<file path="config.mk">
export PLATFORM = sky130hd
export DESIGN_NAME = echo_scan_scheduler
export DESIGN_NICKNAME = d
export VERILOG_FILES = /design/src/rtl/echo_scan_scheduler.sv
export SDC_FILE = /design/constraint.sdc
export NUM_CORES = 1
export LEC_CHECK = 0
export ABC_CLOCK_PERIOD_IN_PS = 2000
export BUFFER_PORTS_ARGS = -buffer_cell sky130_fd_sc_hd__buf_2
export CAP_MARGIN = 20
export CORE_MARGIN = 4
export CORE_UTILIZATION = 54
export DETAILED_ROUTE_END_ITERATION = 10
export PLACE_DENSITY = 0.76
export SLEW_MARGIN = 40
export SYNTH_ARGS = -nofsm -noshare
export SYNTH_HDL_FRONTEND = slang
export SYNTH_SLANG_ARGS = --single-unit
</file>
<file path="constraint.sdc">
create_clock -name clk -period 2 [get_ports clk]
set_clock_uncertainty 0.05 [all_clocks]
set_input_delay 0.2 -clock clk [delete_from_list [all_inputs] [get_ports clk]]
set_output_delay 0.2 -clock clk [all_outputs]
set_load 0.03 [all_outputs]
</file>
<file path="src/rtl/echo_scan_scheduler.sv">
// echo_scan_scheduler: round-robin ultrasonic sensor scheduler. Triggers each sensor
// in turn, times its echo pulse, reports one result per sensor and waits a guard gap.
module echo_scan_scheduler #(
  parameter int NUM_SENSORS  = 4,
  parameter int SEL_W        = 2,
  parameter int CNT_W        = 20,
  parameter int ECHO_TIMEOUT = 600000,
  parameter int GUARD_CYCLES = 20000
) (
  input  logic             clk,
  input  logic             reset,
  input  logic             enable,
  output logic             start_trigger,
  input  logic             trigger_done,
  output logic [SEL_W-1:0] sensor_sel,
  input  logic             echo_in,
  output logic             meas_valid,
  output logic [SEL_W-1:0] meas_sensor,
  output logic [CNT_W-1:0] meas_count,
  output logic             meas_timeout,
  output logic             busy,
  output logic [2:0]       dbg_state
);

  typedef enum logic [2:0] {
    IDLE      = 3'd0,
    TRIG      = 3'd1,
    WAIT_ECHO = 3'd2,
    MEASURE   = 3'd3,
    REPORT    = 3'd4,
    GUARD     = 3'd5
  } state_t;

  localparam int GUARD_W = (GUARD_CYCLES > 1) ? $clog2(GUARD_CYCLES) : 1;
  localparam logic [CNT_W-1:0]   TIMER_LAST = CNT_W'(ECHO_TIMEOUT - 1);
  localparam logic [CNT_W-1:0]   CNT_ONE    = CNT_W'(1);
  localparam logic [CNT_W-1:0]   CNT_MAX    = '1;
  localparam logic [GUARD_W-1:0] GUARD_LAST = GUARD_W'(GUARD_CYCLES - 1);
  localparam logic [GUARD_W-1:0] GUARD_ONE  = GUARD_W'(1);
  localparam logic [SEL_W-1:0]   SEL_LAST   = SEL_W'(NUM_SENSORS - 1);
  localparam logic [SEL_W-1:0]   SEL_ONE    = SEL_W'(1);

  state_t             state, state_d;
  logic [CNT_W-1:0]   timer;
  logic [CNT_W-1:0]   count;
  logic [CNT_W-1:0]   count_inc;
  logic [GUARD_W-1:0] guard_cnt;
  logic               echo_s1, echo_s, echo_s_d;
  logic               echo_rise, echo_fall, timer_last, guard_last;

  // Trigger handshake: start_trigger is a request held high from TRIG entry until
  // trigger_done is sampled high in TRIG; that cycle completes the transfer and the
  // request drops on the next edge. trigger_done seen in any other state is ignored.
  always_comb begin
    state_d    = state;
    echo_rise  = echo_s & ~echo_s_d;
    echo_fall  = ~echo_s & echo_s_d;
    timer_last = (timer == TIMER_LAST);
    guard_last = (guard_cnt == GUARD_LAST);
    count_inc  = (count == CNT_MAX) ? count : count + CNT_ONE;
    case (state)
      IDLE:      if (enable) state_d = TRIG;
      TRIG:      if (trigger_done) state_d = WAIT_ECHO;
      WAIT_ECHO: begin
        if (timer_last)     state_d = REPORT;
        else if (echo_rise) state_d = MEASURE;
      end
      MEASURE:   if (timer_last || echo_fall) state_d = REPORT;
      REPORT:    state_d = GUARD;
      GUARD:     if (guard_last) state_d = enable ? TRIG : IDLE;
      default:   state_d = IDLE;
    endcase
  end

  always_ff @(posedge clk) begin
    if (!reset) begin
      state         <= IDLE;
      start_trigger <= 1'b0;
      sensor_sel    <= '0;
      meas_valid    <= 1'b0;
      meas_sensor   <= '0;
      meas_count    <= '0;
      meas_timeout  <= 1'b0;
      timer         <= '0;
      count         <= '0;
      guard_cnt     <= '0;
      echo_s1       <= 1'b0;
      echo_s        <= 1'b0;
      echo_s_d      <= 1'b0;
    end else begin
      state      <= state_d;
      echo_s1    <= echo_in;
      echo_s     <= echo_s1;
      echo_s_d   <= echo_s;
      meas_valid <= 1'b0;
      case (state)
        IDLE: if (enable) start_trigger <= 1'b1;
        TRIG: begin
          if (trigger_done) begin
            start_trigger <= 1'b0;
            timer         <= '0;
            count         <= '0;
          end
        end
        WAIT_ECHO: begin
          timer <= timer + CNT_ONE;
          if (echo_rise) count <= CNT_ONE;
        end
        MEASURE: begin
          timer <= timer + CNT_ONE;
          if (echo_s) count <= count_inc;
        end
        REPORT: guard_cnt <= '0;
        GUARD: begin
          if (guard_last) begin
            sensor_sel    <= (sensor_sel == SEL_LAST) ? '0 : sensor_sel + SEL_ONE;
            start_trigger <= enable;
          end else begin
            guard_cnt <= guard_cnt + GUARD_ONE;
          end
        end
        default: ;
      endcase
      // A high echo on the timeout cycle still counts as one more measured cycle.
      if (state_d == REPORT) begin
        meas_valid   <= 1'b1;
        meas_sensor  <= sensor_sel;
        meas_timeout <= timer_last;
        meas_count   <= (state == MEASURE && echo_s) ? count_inc : count;
      end
    end
  end

  assign busy      = (state != IDLE);
  assign dbg_state = state;

endmodule

</file>
## Word level (Yosys, flattened, before mapping)

Cells that the tools add are included.

| operators by class | value |
|---|---|
| add/sub/neg operators | 4 |
| multiply operators | 0 |
| div/mod/pow operators | 0 |
| $lt $le $gt $ge | 0 |
| eq/ne operators | 16 |
| shift operators | 0 |
| muxes and demuxes | 23 |
| bitwise gates (word level) | 4 |
| reduce and logical (&&, ||, !) cells | 14 |

Operators with widths:

| kind | count |
|---|---|
| $mux W20 | 5 |
| $pmux W20 S3 | 1 |
| $add A20 B1 Y20 const B | 2 |
| $eq A20 B20 Y1 const B | 2 |
| $pmux W20 S2 | 1 |
| $pmux W15 S2 | 1 |
| $mux W3 | 6 |
| $pmux W3 S6 | 1 |
| $add A15 B1 Y15 const B | 1 |
| $eq A15 B15 Y1 const B | 1 |
| $mux W15 | 1 |
| $ne A2 B2 Y1 const B | 6 |
| $eq A3 B3 Y1 const B | 3 |
| $reduce_bool A3 Y1 | 3 |
| $reduce_and A4 Y1 | 2 |
| $eq A3 B2 Y1 const B | 2 |
| $reduce_and A2 Y1 | 3 |
| $mux W1 | 5 |
| $reduce_bool A2 Y1 | 2 |
| $eq A3 B1 Y1 const B | 1 |
| $logic_not A3 Y1 | 1 |
| $pmux W1 S3 | 1 |
| $add A2 B1 Y2 const B | 1 |
| $and A1 B1 Y1 | 2 |
| 6 further kinds | 7 |

| storage, ports and cells | value |
|---|---|
| bits in registers | 88 |
| latch bits | 0 |
| memory bits (writable) | 0 |
| ROM bits | 0 |
| logic and storage cells | 74 |
| memories kept | 0 |

## Longest topological paths before layout

Gate-level depths: netlist (run 1).

| logic depth | value |
|---|---|
| depth in word-level cells | 7 |
| depth in mapped cells | 8 |

## Least setup slack after synthesis (run 1)

Ideal clock, no wire load.

| timing | value |
|---|---|
| kind | reg-to-reg |
| start | register state[0], in the netlist dbg_state[0] |
| end | register timer[10] |
| library setup time | 0.117 ns |
| arrival | 1.868 ns |
| data required time | 1.833 ns |
| slack | -0.035 ns |
| stages on the path, launching flop included | 8 |
| path buffers | 3 |
| clock period less this slack | 2.035 ns |
| path through | dfxtp_1 -> buf_2 -> a21oi_1 -> a211o_1 -> clkbuf_1 -> o21ai_2 -> buf_2 -> nor2_1 |

| between the ends | value |
|---|---|
| longest elaborated chain between the ends | 4 |

RTL lines:

| item | RTL line | text |
|---|---|---|
| from (decl) | 43 | `state_t state, state_d;` |
| from (signal assigned) | 91 | `state <= state_d;` |
| $eq A3 B2 Y1 | 96 | `case (state)` |
| $reduce_or A2 Y1 (no source line) | -- |  |
| $reduce_bool A2 Y1 (no source line) | -- |  |
| $reduce_and A2 Y1 (no source line) | -- |  |
| to (signal assigned) | 106 | `timer <= timer + CNT_ONE;` |
| to (signal assigned) | 110 | `timer <= timer + CNT_ONE;` |
| to (decl) | 44 | `logic [CNT_W-1:0] timer;` |

Several ways; a longest one is shown, not always the timed one.
A chain may end at the register's enable or synchronous reset.

## Worst setup path after layout (run 1)

| timing | value |
|---|---|
| start | register guard_cnt[7] |
| end | register start_trigger |

| between the ends | value |
|---|---|
| longest elaborated chain between the ends | 3 |

RTL lines:

| item | RTL line | text |
|---|---|---|
| from (decl) | 47 | `logic [GUARD_W-1:0] guard_cnt;` |
| from (signal assigned) | 119 | `guard_cnt <= guard_cnt + GUARD_ONE;` |
| $eq A15 B15 Y1 | 59 | `guard_last = (guard_cnt == GUARD_LAST);` |
| $ne A2 B2 Y1 (no source line) | -- |  |
| $reduce_and A4 Y1 (no source line) | -- |  |
| to (signal assigned) | 117 | `start_trigger <= enable;` |
| to (decl) | 13 | `output logic start_trigger,` |

Every way passes these cells.

==> results of run 1 <==
==> sequential cells by signal (all words and copies together), names as in the netlist, 2 cells and up <==
signal and flops:
dbg_state 3, guard_cnt 15, meas_count 20, sensor_sel 2, count 20, timer 20, meas_sensor 2
==> critical path, cell delays in order, from the launching register on <==
cell	delay [ns]
dfxtp_2	0.33
or4b_4	0.54
nor4_4	0.35
buf_4	0.17
o211ai_1	0.10
a221oi_1	0.26
nor2_1	0.06
==> through the flow <==
stage | instance area [um2] | power [uW] | hold slack, ns | setup WS [ns]
floorplan | 4342 | 1946 | 0.2773 | 0.01757
global placement | 4885 | 2026 | 0.3595 | 0.01373
detailed placement | 4890 | 2031 | 0.3611 | -0.02336
CTS | 5096 | 3130 | 0.04379 | 0.003283
global route | 5230 | 3230 | 0.06027 | -0.06286
finish | 5230 | 3113 | 0.06465 | 0.03555
==> power by group through the flow <==
stage | Sequential (uW) | Clock [uW] | Combinational (uW)
after floorplan | 1830 | 0 | 117
after global placement | 1820 | 0 | 211
after detailed placement | 1820 | 0 | 214
after CTS | 1780 | 1140 | 217
after global routing | 1780 | 1210 | 239
final | 1770 | 1120 | 222
==> path summary, 6_finish.rpt <==
path                     start       endpoint  slack, ns
setup / recovery  guard_cnt[7]  start_trigger       0.04
hold / removal          enable  start_trigger       0.06
setup reg to reg  guard_cnt[7]  start_trigger       0.04
hold reg to reg        echo_s1         echo_s       0.39
==> cell type report <==
cell class | count | area (um2) | area share, %
tap | 102 | 127.6 | 2.440
inverter | 9 | 33.78 | 0.6459
timing repair buffer | 88 | 604.3 | 11.56
clock buffer | 9 | 123.9 | 2.368
multi-input combinational | 393 | 2526 | 48.30
sequential | 88 | 1769 | 33.83
clock inverter | 6 | 45.04 | 0.8612
==> synthesized netlist by cell type (3+ instances only) <==
master    count  share of area (%)
o21ai_0      49                5.7
o211ai_1      6                1.0
a31oi_1      15                2.2
nand2_1      38                3.3
a211oi_1      8                1.4
or3_1         7                1.0
a21oi_1      41                4.7
and2_1        4               0.58
nand4_1      14                2.0
and3_1       22                3.2
clkbuf_1     20                1.7
o31ai_1       6                1.0
nor3_1       13                1.5
and4_1        9                1.8
nor2b_1       4               0.58
xor2_1       22                4.4
nand3_1      27                3.1
or4_1         3               0.52
xnor2_1      17                3.4
inv_1         9               0.78
ha_1          4                1.2
nor2_1       44                3.8
dfxtp_1      88                 41
mux2i_1       3               0.69
nor4_1        4               0.58
buf_2        14                1.6
==> layer usage <==
layer | share of wire, % | vias up | global-route usage (%)
met2 | 49 | 108 | 37.27
met1 | 45 | 1962 | 28.96
met5 | 0 | - | 0
li1 | - | 2042 | -
met3 | 4.5 | 12 | 4.953
met4 | 0.93 | 0 | 6.709
==> what timing repair did <==
item                       in CTS  in global routing
cloned                          0                  0
setup buffers                   0                  2
gates resized for setup         7                 30
pin swaps                       0                  1
hold buffers                    1                  0
setup endpoints to repair       8                 41
hold endpoints to repair        1                  0
==> layout by cell type (no fill, tap or decap), types with 14 or more instances in the layout <==
master and instances:
nand4_1 14, nor2_1 43, nand2_1 38, nand3_1 25, and3_1 17, buf_2 35
a21oi_1 40, xor2_1 22, a31oi_1 15, xnor2_1 17, dfxtp_1 84, o21ai_0 49
buf_4 49
==> logic make-up after synthesis <==
family          count (synthesis)  share of synthesized area [%]
fa+ha+maj                       5                          1.386
simple gates                  201                          24.83
xor+xnor                       39                          7.881
buf+inv                        45                          4.474
compound gates                145                          20.09
mux                             3                         0.6929
flops                          88                          40.65
==> results.json, run 1 <==
{
  "maxSlewViolCount": 0,
  "drt_wl_total_um": 10790,
  "synth-seq-cells": 88,
  "syn_to_final_growth_pct": 20.67,
  "portBuffers": 35,
  "die_x_um": 97.59,
  "drcViolationCount": 0,
  "vdd_drop_max_uv": 306.9,
  "crit_type": "register to register",
  "dr_total_vias": 4124,
  "cp.arrival_ns": 2.17,
  "syn_area_um2": 4334,
  "cts-root-buf": "clkbuf_8",
  "final_util_pct": 67.33,
  "fillCellCount": 656,
  "cap_violations": 0,
  "p_sw_share_pct": 26.32,
  "io_pins": 36,
  "cts.sinks": 88,
  "switchingPower_uw": 819.2,
  "cellLeakagePower_uw": 0.001972,
  "fp.dieH_um": 97.59,
  "ys_warn_count": 0,
  "start_util_pct": 55.80,
  "critical_path_required_ns": 2.21,
  "whs_path_depth": 3,
  "drive_above_1_share_pct": 22.93,
  "end_kind": "register",
  "slew_headroom_pct": 60.97,
  "start_kind": "register",
  "drt_iter0_drc": 229,
  "status": "finished clean",
  "antenna_found_initial": 0,
  "synth_ff_type": "dfxtp_1",
  "grtUsageTotal_pct": 22.38,
  "hold_violations": 0,
  "dp_hpwl_um": 7451,
  "pwr-share-comb_pct": 7.1,
  "worst_slew_pin_slew_ns": 0.5822,
  "internal_power_uw": 2294,
  "clk_pin_slew_ns": 0.09,
  "cp_max_fo": 4,
  "cts_tree": "built",
  "reg2regPathDepth": 6,
  "seq_power_share_pct": 57.0,
  "viasPerCell": 5.934,
  "grt_max_degree": 24,
  "rsz0062_at_grt": "yes",
  "power_density_nw_per_um2": 595.2,
  "syn-num-nets": 535,
  "wl_per_cell_um": 15.53,
  "pwr-share-clk_pct": 35.9,
  "synth_edf_count": 0,
  "syn-mean-instance-area_um2": 8.240,
  "synth.distinct_cells": 56,
  "finalNonFillerCells": 695,
  "period_share_pct": 98.22,
  "n_antenna_cell": 0,
  "worstHoldPathType": "input port to register",
  "firstDrtPassIters": 5,
  "ys_seq_area_share_pct": 40.65,
  "dp_cells": 677,
  "grt_pass1_vias": 3824,
  "finalSetupTns_ns": 0,
  "final.min_clock_period_ns": 1.964,
  "async_flop_share_pct": 0,
  "ant_nets": 0,
  "place_congestion": 0.8735,
  "cts_inserted_buffers": 9,
  "overflow": 0,
  "clock_path_buffers": 2,
  "fp.coreArea_um2": 7767,
  "syn_inst": 526,
  "setup_viol": 0,
  "max_freq_mhz": 509.0,
  "rows": 32,
  "dieArea_um2": 9524,
  "grt_pass1_wl_um": 17950,
  "clk_latency_ns": 0.36,
  "nNetsFinal": 598,
  "h-tree-depth": 3
}
(Power assumes the default switching activity.)
==> inputs of run 2 (changes only) <==
BUFFER_PORTS_ARGS = -buffer_cell sky130_fd_sc_hd__buf_4   (was -buffer_cell sky130_fd_sc_hd__buf_2)
==> run 2 against run 1 <==
  * Clock power is 17% higher
  * Cell area increased by 1.0%
  * Sequential power hardly changed
  * Non-clock buffer count is the same
  * Clock-buffer cell count is 2 higher
  * Register-to-register slack gained 0.02 ns
  * Core utilization up 0.69 points
  * Setup slack improved by 0.019 ns
  * Via count increased by 1.6%
  * First-iteration DRC count decreased by 21%
  * Hold slack worse by 0.053 ns
==> results.json, run 2 (synthesis gave the netlist of run 1 again) <==
{
  "rsz0062_at_grt": "yes",
  "cap_violations": 0,
  "fp.coreArea_um2": 7767,
  "dp_cells": 678,
  "grt_max_degree": 42,
  "wl_per_cell_um": 15.63,
  "firstDrtPassIters": 5,
  "drt_wl_total_um": 10860,
  "finalNonFillerCells": 695,
  "overflow": 0,
  "period_share_pct": 97.28,
  "h-tree-depth": 3,
  "worstSetupStartpoint": "guard_cnt[8]",
  "io_pins": 36,
  "vdd_drop_max_uv": 416.2,
  "end_kind": "register",
  "cp_max_fo": 4,
  "cp.arrival_ns": 2.13,
  "final_cell_mix": "88 x buf_4, 84 x dfxtp_1, 49 x o21ai_0",
  "dr_total_vias": 4189,
  "dp_hpwl_um": 7372,
  "drive_above_1_share_pct": 22.09,
  "fp.dieH_um": 97.59,
  "slowest_stage": "or4b_4",
  "rows": 32,
  "layout_commonest_cell": "buf_4",
  "die_x_um": 97.59,
  "fin_hold_ws_ns": 0.01197,
  "cts.sinks": 88,
  "antenna_found_initial": 0,
  "crit_type": "register to register",
  "placed_area_um2": 4960,
  "power_density_nw_per_um2": 626.2,
  "cpLargestDelayFamily": "simple AND/OR/NAND/NOR gates",
  "reg_top3": "count: 20 flops, meas_count: 20 flops, timer: 20 flops",
  "start_kind": "register",
  "grt_pass1_wl_um": 18220,
  "portBuffers": 35,
  "nNetsFinal": 598,
  "status": "finished clean",
  "critical_path_buf_inv_count": 0,
  "clock_path_buffers": 2,
  "r2r_start": "guard_cnt[8]",
  "slowest_delay_ns": 0.52,
  "maxSlewViolCount": 0,
  "postCtsHoldBufs": 0,
  "setup_viol": 0,
  "cts-root-buf": "clkbuf_8",
  "critical_path_required_ns": 2.18,
  "grt_pass1_vias": 3928,
  "grtUsageTotal_pct": 22.53,
  "clk_pin_slew_ns": 0.08,
  "cts_tree": "built",
  "worst_slew_pin_slew_ns": 0.6516,
  "finalInstanceArea_um2": 5284,
  "final_util_pct": 68.03,
  "hold_violations": 0,
  "place_congestion": 0.9060,
  "n_antenna_cell": 0,
  "final.min_clock_period_ns": 1.946,
  "finalSetupTns_ns": 0,
  "cts_inserted_buffers": 9,
  "max_freq_mhz": 514.0,
  "hp-start": "echo_in",
  "ant_nets": 0,
  "syn_to_final_growth_pct": 21.91,
  "drt_iter0_drc": 181,
  "slew_headroom_pct": 56.32,
  "clk_latency_ns": 0.35,
  "cellLeakagePower_uw": 0.001971,
  "worstHoldPathType": "input port to register",
  "dieArea_um2": 9524,
  "start_util_pct": 55.80,
  "path_cells": "or4b_4 -> nor4_4 -> and3_4 -> mux2i_1 -> nor2_1",
  "viasPerCell": 6.027,
  "drcViolationCount": 0
}
[run 2: cell types whose count changed in the layout (fill, tap and decap cells not counted), moves of 2 or more]
| cell | change |
|---|---|
| clkbuf_1 | +2 |
| and3_1 | +2 |
| buf_12 | -2 |
| nor4b_1 | +2 |
| clkinvlp_4 | -3 |
| nor4b_2 | -2 |
| buf_4 | +39 |
| inv_6 | -2 |
| and3_2 | -2 |
| buf_2 | -35 |
| bufinv_16 | +2 |
[run 2: per-layer routing]
metal / up-vias / wire, um / GRT usage (%)
met5: - / 0 / 0
met1: 2022 / 4742 / 28.39
met2: 120 / 5426 / 38.27
li1: 2033 / - / -
met4: 0 / 140 / 6.603
met3: 14 / 554 / 5.312
[run 2: final cells by class]
type | instances | area [um2]
clock inverter | 4 | 70.07
fill | 623 | 2484
sequential | 88 | 1767
inverter | 9 | 33.78
tap | 102 | 127.6
clock buffer | 11 | 131.4
multi-input combinational | 393 | 2494
timing repair buffer | 88 | 660.6
[run 2: where the power goes]
part / internal [uW] / leakage (uW) / switching, uW
clock: 695 / 0.000103 / 612
combinational: 79.5 / 0.00116 / 143
sequential: 1760 / 0.000712 / 14.0
[run 2: worst paths after layout]
check | end | slack (ns) | cells after the start
min | echo_s1 | 0.01 | 2
max | sensor_sel[1] | 0.05 | 5
min reg2reg | echo_s | 0.38 | 1
max reg2reg | sensor_sel[1] | 0.05 | 5
[run 2: through the flow]
step	total power [uW]	worst slack, ns
after floorplan	1946	0.01757
after global placement	2026	0.06354
after detailed placement	2029	-0.01318
after CTS	3317	0.01016
after global routing	3424	-0.02381
final	3309	0.05449
[run 2: worst reg2reg max path, delay by kind of cell, from the launching register on]
family,cells,cell delay [ns]
mux,1,0.22
flops,1,0.35
simple gates,4,1.22
[run 2: timing repair]
action                     CTS  global route
resized for setup            2            26
pin swaps                    0             2
setup buffers                0             2
gates cloned                 0             0
setup endpoints to repair    2            36
hold endpoints to repair     0             0
